## config.mk

```make
export PLATFORM = sky130hd
export DESIGN_NAME = multdiv_ctrl
export DESIGN_NICKNAME = d
export VERILOG_FILES = /design/src/rtl/multdiv_pkg.sv /design/src/rtl/multdiv_step_counter.sv /design/src/rtl/multdiv_ctrl.sv
export SDC_FILE = /design/constraint.sdc
export NUM_CORES = 1
export LEC_CHECK = 0
export CORE_MARGIN = 8
export CORE_UTILIZATION = 39
export CTS_CLUSTER_SIZE = 8
export DETAILED_ROUTE_END_ITERATION = 10
export PLACE_DENSITY = 0.69
export SLEW_MARGIN = 10
export SYNTH_ARGS = -nofsm -noshare
export SYNTH_HDL_FRONTEND = slang
export SYNTH_SLANG_ARGS = --single-unit
```

## constraint.sdc

```tcl
create_clock -name clock -period 5.29 [get_ports clock]
set_clock_uncertainty 0.2 [all_clocks]
set_input_delay 0.529 -clock clock [delete_from_list [all_inputs] [get_ports clock]]
set_output_delay 0.529 -clock clock [all_outputs]
set_load 0.005 [all_outputs]
```

## src/rtl/multdiv_pkg.sv

```systemverilog
// rtl/multdiv_pkg.sv - shared types and constants for the multiply/divide sequencer
package multdiv_pkg;

    typedef enum logic [1:0] {
        IDLE = 2'd0,
        LOAD = 2'd1,
        RUN  = 2'd2,
        DONE = 2'd3
    } state_t;

    localparam int MULT_CYCLES_DEF = 16;
    localparam int DIV_CYCLES_DEF  = 32;

    // Width that can represent the larger iteration count itself.
    function automatic int cnt_width(input int a, input int b);
        int m;
        m = (a > b) ? a : b;
        return $clog2(m + 1);
    endfunction

    localparam int CNT_W_DEF = cnt_width(MULT_CYCLES_DEF, DIV_CYCLES_DEF);

endpackage

```

## src/rtl/multdiv_step_counter.sv

```systemverilog
// rtl/multdiv_step_counter.sv - datapath iteration counter with last-step flag
// Ports: clock, reset (sync, active-high), clear (zero count), enable (increment),
//        limit (iterations for current op), count (current step), last (count == limit-1).
module multdiv_step_counter
    import multdiv_pkg::*;
#(
    parameter int CNT_W = CNT_W_DEF
) (
    input  logic             clock,
    input  logic             reset,
    input  logic             clear,
    input  logic             enable,
    input  logic [CNT_W-1:0] limit,
    output logic [CNT_W-1:0] count,
    output logic             last
);

    localparam logic [CNT_W-1:0] ONE = CNT_W'(1);

    always_ff @(posedge clock) begin
        if (reset || clear) begin
            count <= '0;
        end else if (enable) begin
            count <= count + ONE;
        end
    end

    assign last = (count == (limit - ONE));

endmodule

```

## src/rtl/multdiv_ctrl.sv

```systemverilog
// rtl/multdiv_ctrl.sv - sequencing FSM for the iterative multiply/divide datapath
// Optional feature macro: MULTDIV_EARLY_TERM_EN (adds early_done input for multiply).
// Ports: clock, reset (sync, active-high); ctrl_MULT / ctrl_DIV start pulses;
//        divisor_zero from datapath during LOAD; load / step_en datapath strobes;
//        op_is_div latched op; busy pipeline stall; data_resultRDY result pulse;
//        data_exception divide-by-zero flag; count current step index.
module multdiv_ctrl
    import multdiv_pkg::*;
#(
    parameter int MULT_CYCLES = MULT_CYCLES_DEF,
    parameter int DIV_CYCLES  = DIV_CYCLES_DEF,
    parameter int CNT_W       = CNT_W_DEF
) (
    input  logic             clock,
    input  logic             reset,
    input  logic             ctrl_MULT,
    input  logic             ctrl_DIV,
    input  logic             divisor_zero,
`ifdef MULTDIV_EARLY_TERM_EN
    input  logic             early_done,
`endif
    output logic             load,
    output logic             step_en,
    output logic             op_is_div,
    output logic             busy,
    output logic             data_resultRDY,
    output logic             data_exception,
    output logic [CNT_W-1:0] count
);

    state_t           state;
    logic             start;
    logic             last;
    logic             early_stop;
    logic             finish;
    logic [CNT_W-1:0] limit;

    assign start = ctrl_MULT | ctrl_DIV;
    assign limit = op_is_div ? CNT_W'(DIV_CYCLES) : CNT_W'(MULT_CYCLES);

`ifdef MULTDIV_EARLY_TERM_EN
    assign early_stop = early_done & ~op_is_div;
`else
    assign early_stop = 1'b0;
`endif

    assign finish = last | early_stop;

    // Clearing on the start edge puts count at 0 already during LOAD; the
    // counter freezes on the final step so count holds its last index.
    multdiv_step_counter #(
        .CNT_W(CNT_W)
    ) u_step_counter (
        .clock (clock),
        .reset (reset),
        .clear (start),
        .enable((state == RUN) && !finish),
        .limit (limit),
        .count (count),
        .last  (last)
    );

    always_ff @(posedge clock) begin
        if (reset) begin
            state          <= IDLE;
            load           <= 1'b0;
            step_en        <= 1'b0;
            op_is_div      <= 1'b0;
            busy           <= 1'b0;
            data_resultRDY <= 1'b0;
            data_exception <= 1'b0;
        end else begin
            load           <= 1'b0;
            step_en        <= 1'b0;
            data_resultRDY <= 1'b0;
            data_exception <= 1'b0;
            if (start) begin
                // Start from any state, aborting whatever was in flight.
                // Multiply has priority when both pulses arrive together.
                state     <= LOAD;
                op_is_div <= ctrl_DIV & ~ctrl_MULT;
                load      <= 1'b1;
                busy      <= 1'b1;
            end else begin
                case (state)
                    IDLE: begin
                        busy <= 1'b0;
                    end
                    LOAD: begin
                        if (op_is_div && divisor_zero) begin
                            state          <= DONE;
                            data_resultRDY <= 1'b1;
                            data_exception <= 1'b1;
                            busy           <= 1'b0;
                        end else begin
                            state   <= RUN;
                            step_en <= 1'b1;
                            busy    <= 1'b1;
                        end
                    end
                    RUN: begin
                        if (finish) begin
                            state          <= DONE;
                            data_resultRDY <= 1'b1;
                            busy           <= 1'b0;
                        end else begin
                            step_en <= 1'b1;
                            busy    <= 1'b1;
                        end
                    end
                    default: begin
                        state <= IDLE;
                        busy  <= 1'b0;
                    end
                endcase
            end
        end
    end

endmodule

```

* Word-level counts from Yosys, hierarchy flattened
Cells that the tools add are included.
** Storage, ports and cells
- Register bits :: 14
** Cells by class
- Add/subtract/negate cells :: 2
- Mux-type cells :: 13
- Bitwise logic cells :: 5
- Equal/unequal tests :: 6
- Reductions and logical operators :: 9
** Operator list (number)
- 1-bit two-way mux :: 8
- 6-bit by 1-bit adder with 6-bit output (second input constant) :: 1
- 6-bit equality test :: 1
- 6-bit two-way mux :: 1
- 2-bit one-hot mux with 3 select lines :: 1
- 6-bit by 1-bit subtractor with 6-bit output (second input constant) :: 1
- 1-bit one-hot mux with 2 select lines :: 2
- 2-bit AND reduction :: 2
- 3-bit by 2-bit inequality test with 1-bit output (second input constant) :: 1
- 1-bit NOT :: 3
- 3-bit OR reduction :: 1
- 2-bit by 1-bit equality test with 1-bit output (second input constant) :: 1
- 2-bit equality test (second input constant) :: 1
- 1-bit logical AND :: 2
- 2-bit logical NOT :: 1
- 2-bit two-way mux :: 1
- 2-bit by 1-bit inequality test with 1-bit output (second input constant) :: 1
- 2-bit inequality test (second input constant) :: 1
- 2-bit OR reduction :: 1
- 1-bit bitwise AND :: 1
- 1-bit logical NOT :: 1
- 1-bit logical OR :: 1
- 1-bit OR :: 1

* Logic depth before layout (Yosys ltp)
- Depth in word-level cells :: 6
- Gate-level depth with buffers :: 6
- Depth with buffers taken out :: 6

* Modules after synthesis
Synthesis repeated with hierarchy kept, for this count alone.
** Second synthesis, totals
- Cells, all modules :: 85
- Area, all modules :: 742.0 sq um
** Modules (own cells, without submodules)
- multdiv_step_counter :: sequential area each 120.1 sq um, area each 389.1 sq um, instances 1, cells each 45
- multdiv_ctrl :: sequential area each 160.2 sq um, area each 352.8 sq um, instances 1, cells each 40

* Worst setup path after synthesis
OpenSTA, ideal clock, no wires.
- Path kind :: input to register
- Start point :: input port ctrl_DIV
- End point :: register u_step_counter.count[4]
- Arrival time :: 1603 ps
- Setup time :: 59 ps
- Path buffers :: 1
- Stages :: 4
- Setup slack :: 3428 ps
- Cell sequence :: or3_1 clkbuf_1 or4_1 nand2_1
** On the way
- Cells in the longest elaborated chain, start to end :: 2
** Ends and longest elaborated chain
- from (decl) :: RTL line multdiv_ctrl.sv:17 : input logic ctrl_DIV,
- 1-bit OR :: RTL line multdiv_ctrl.sv:38 : assign start = ctrl_MULT | ctrl_DIV;
- 1-bit logical OR :: RTL line multdiv_step_counter.sv:21 : if (reset || clear) begin
- to (signal assigned) :: RTL line multdiv_step_counter.sv:24 : count <= count + ONE;
- to (decl) :: RTL line multdiv_step_counter.sv:14 : output logic [CNT_W-1:0] count,
Every way passes these cells.
A chain may end at the register's enable or synchronous reset.

* Worst setup path in the final report
Ends and elaborated chain as after synthesis.

==> results.sh <==
export IMPL_outcome="completed"
export IMPL_worstMarginPinSlew_ns=0.626
export IMPL_area_growth_syn_to_layout_pct=34.2
export IMPL_cts_root_buf="clkbuf_4"
export IMPL_finalHoldViolCount=0
export IMPL_ir_drop_mv=0.213
export IMPL_critical_path_class="primary input to flop"
export IMPL_pwr_share_comb_pct=8.8
export IMPL_switching_share_pct=20.9
export IMPL_gr_usage_met3_pct=5.71
export IMPL_synth_warnings=0
export IMPL_antenna_found_initial=0
export IMPL_holdCritStartpoint="state[1]"
export IMPL_synthFlopType="dfxtp_1"
export IMPL_power_share_sequential_pct=54.3
export IMPL_ant_nets=0
export IMPL_syn_num_nets=77
export IMPL_drc=0
export IMPL_layout_nets=97
export IMPL_dieHeight_um=55.9
export IMPL_synth_cells=68
export IMPL_startpoint="ctrl_DIV"
export IMPL_synth_common_cells="14 x dfxtp_1, 7 x nor2_1, 6 x a21oi_1"
export IMPL_io_pins=17
export IMPL_finalInstanceArea_um2=835
export IMPL_finalMaxSlewViolations=0
export IMPL_power_uw=201
export IMPL_synthTopCellsByArea="dfxtp_1 45%, ha_1 8.0%, a21oi_1 4.8%"
export IMPL_leakage_nw=0.292
export IMPL_post_drt_wl_per_cell_um=12.3
export IMPL_cp_arrival_ns=2.12
export IMPL_yosysSeqAreaShare_pct=45.1
export IMPL_start_kind="primary input"
export IMPL_clkPwrFrac_pct=36.9
export IMPL_power_switching_uw=42.1
export IMPL_yosysMostFrequentCell="dfxtp_1"
export IMPL_numCtsBuffers=3
export IMPL_fmax_ghz=0.477
export IMPL_ys_ff_latch=14
export IMPL_rsz0062_at_grt="no"
export IMPL_via_count=531
export IMPL_use_met1_pct=9.35
export IMPL_grt_first_pass_wirelength_mm=2.21
export IMPL_regToRegStartpoint="u_step_counter.count[0]"
export IMPL_cts_tree="yes"
export IMPL_dpl_cell_area_um2=798
export IMPL_p_int_uw=159
export IMPL_cts_resized_gates=0
export IMPL_synth_edff_count=0
export IMPL_post_route_util_pct=55.4
export IMPL_critPathMaxFanout=8
export IMPL_grt_pass1_vias=519
export IMPL_layout_drive_gt1_share_pct=6.90
export IMPL_yosysTopAreaCellShare_pct=45.1
export IMPL_clkSinkCount=14
export IMPL_syn_area_um2=622
export IMPL_drt_total_wl_mm=1.27
export IMPL_core_area_mm2=0.00151
export IMPL_grt_busiest_layer="met2"
export IMPL_clk_pin_slew_ns=0.08
export IMPL_hp_class="flop to flop"
export IMPL_avgSynthCellArea_um2=9.14
export IMPL_io_buffers=16
export IMPL_antenna_diode_count=0
export IMPL_yosys_area_top_type="dfxtp_1"
export IMPL_clk_path_buf_depth=2
export IMPL_tns_ns=0
export IMPL_final_period_utilization_pct=39.7
export IMPL_cp_required_ns=5.31
export IMPL_grt_max_degree=11
export IMPL_die_area_mm2=0.00313
export IMPL_max_slew_margin_rel_pct=58.0
export IMPL_post_cts_setup_buffers=0
export IMPL_grtUsageTotal_pct=8.81
export IMPL_start_util_pct=41.3
export IMPL_firstDrtPassIters=4
export IMPL_fin_crit_ns=2.10
export IMPL_ys_types=24
export IMPL_end_kind="flop"
export IMPL_clk_latency_ns=0.27
export IMPL_async_reset_ff_share_pct=0
export IMPL_overflow=0
export IMPL_drtIter0Drc=5
export IMPL_fp_dieW_um=55.9
export IMPL_gp_congestion=0.741
export IMPL_num_rows=14
export IMPL_max_cap_violations=0
export IMPL_holdBufCountCts=0
export IMPL_dpl_hpwl_um=952
export IMPL_finalSetupViolCount=0
export IMPL_met2_usage_pct=13.1
export IMPL_via_per_inst=5.16
export IMPL_power_density_mw_per_mm2=241
export IMPL_htreeDepth=1
cells by family (layout without fill, tap and decap cells):
group / count (synthesis) / after routing / synth area share, %
xor+xnor: 2 / 2 / 4.03
buf+inv: 4 / 23 / 2.41
compound gates: 17 / 17 / 17.3
fa+ha+maj: 4 / 4 / 8.05
flops: 14 / 14 / 45.1
simple gates: 26 / 26 / 21.5
mux: 1 / 1 / 1.61
worst max-delay path, stage by stage:
cell	delay, ns
clkdlybuf4s50_1	0.46
or3_1	0.53
or4_1	0.53
nand2_1	0.07
power by group through the flow:
stage / registers (mW) / clock network (mW) / logic, mW
finish: 0.109 / 0.0743 / 0.0177
global route: 0.110 / 0.0827 / 0.0197
CTS: 0.109 / 0.0773 / 0.0179
detailed placement: 0.112 / 0 / 0.0177
global placement: 0.112 / 0 / 0.0176
floorplan: 0.112 / 0 / 0.00834
registers in the layout, indices dropped and copies added (netlist names):
name and count:
u_step_counter.count 6, state 2, busy 1, data_exception 1, data_resultRDY 1, load 1
op_is_div 1, step_en 1
worst paths after layout:
check / end / slack, ns / depth (start not counted)
max reg2reg: u_step_counter.count[1] / 3.31 / 5
min reg2reg: state[1] / 0.32 / 2
max: u_step_counter.count[4] / 3.19 / 4
min: state[1] / 0.32 / 2
layout by cell type, fill, tap and decap left out, types with 2 or more instances in the layout:
cell type and n:
nand3b_1 2, nand2b_1 2, nand2_1 4, o21ai_0 4, or4_1 2, dfxtp_1 14, nand3_1 3, ha_1 4
or3_1 4, nor3_1 2, nor2_1 7, a21oi_1 6, clkdlybuf4s50_1 16, inv_1 3, clkbuf_4 3
through the flow:
step	std cells	hold slack (ns)	worst slack, ns
after floorplan	68	0.270	3.43
after global placement	99	0.287	2.94
after detailed placement	99	0.289	2.91
after CTS	103	0.313	3.20
after global routing	103	0.336	3.12
final	103	0.320	3.19
routing by layer:
layer | share of wire, % | vias up
li1 | - | 282
met1 | 43 | 230
met2 | 47 | 15
met3 | 7.5 | 4
met4 | 2.5 | 0
met5 | 0 | -
layout make-up:
cell class	instances	area (um2)
inverter	3	11.3
fill	131	672
multi-input combinational	50	327
tap	16	20.0
sequential	14	280
timing repair buffer	16	160
clock buffer	4	36.3
Note: power is estimated with default switching activity, not from simulation.
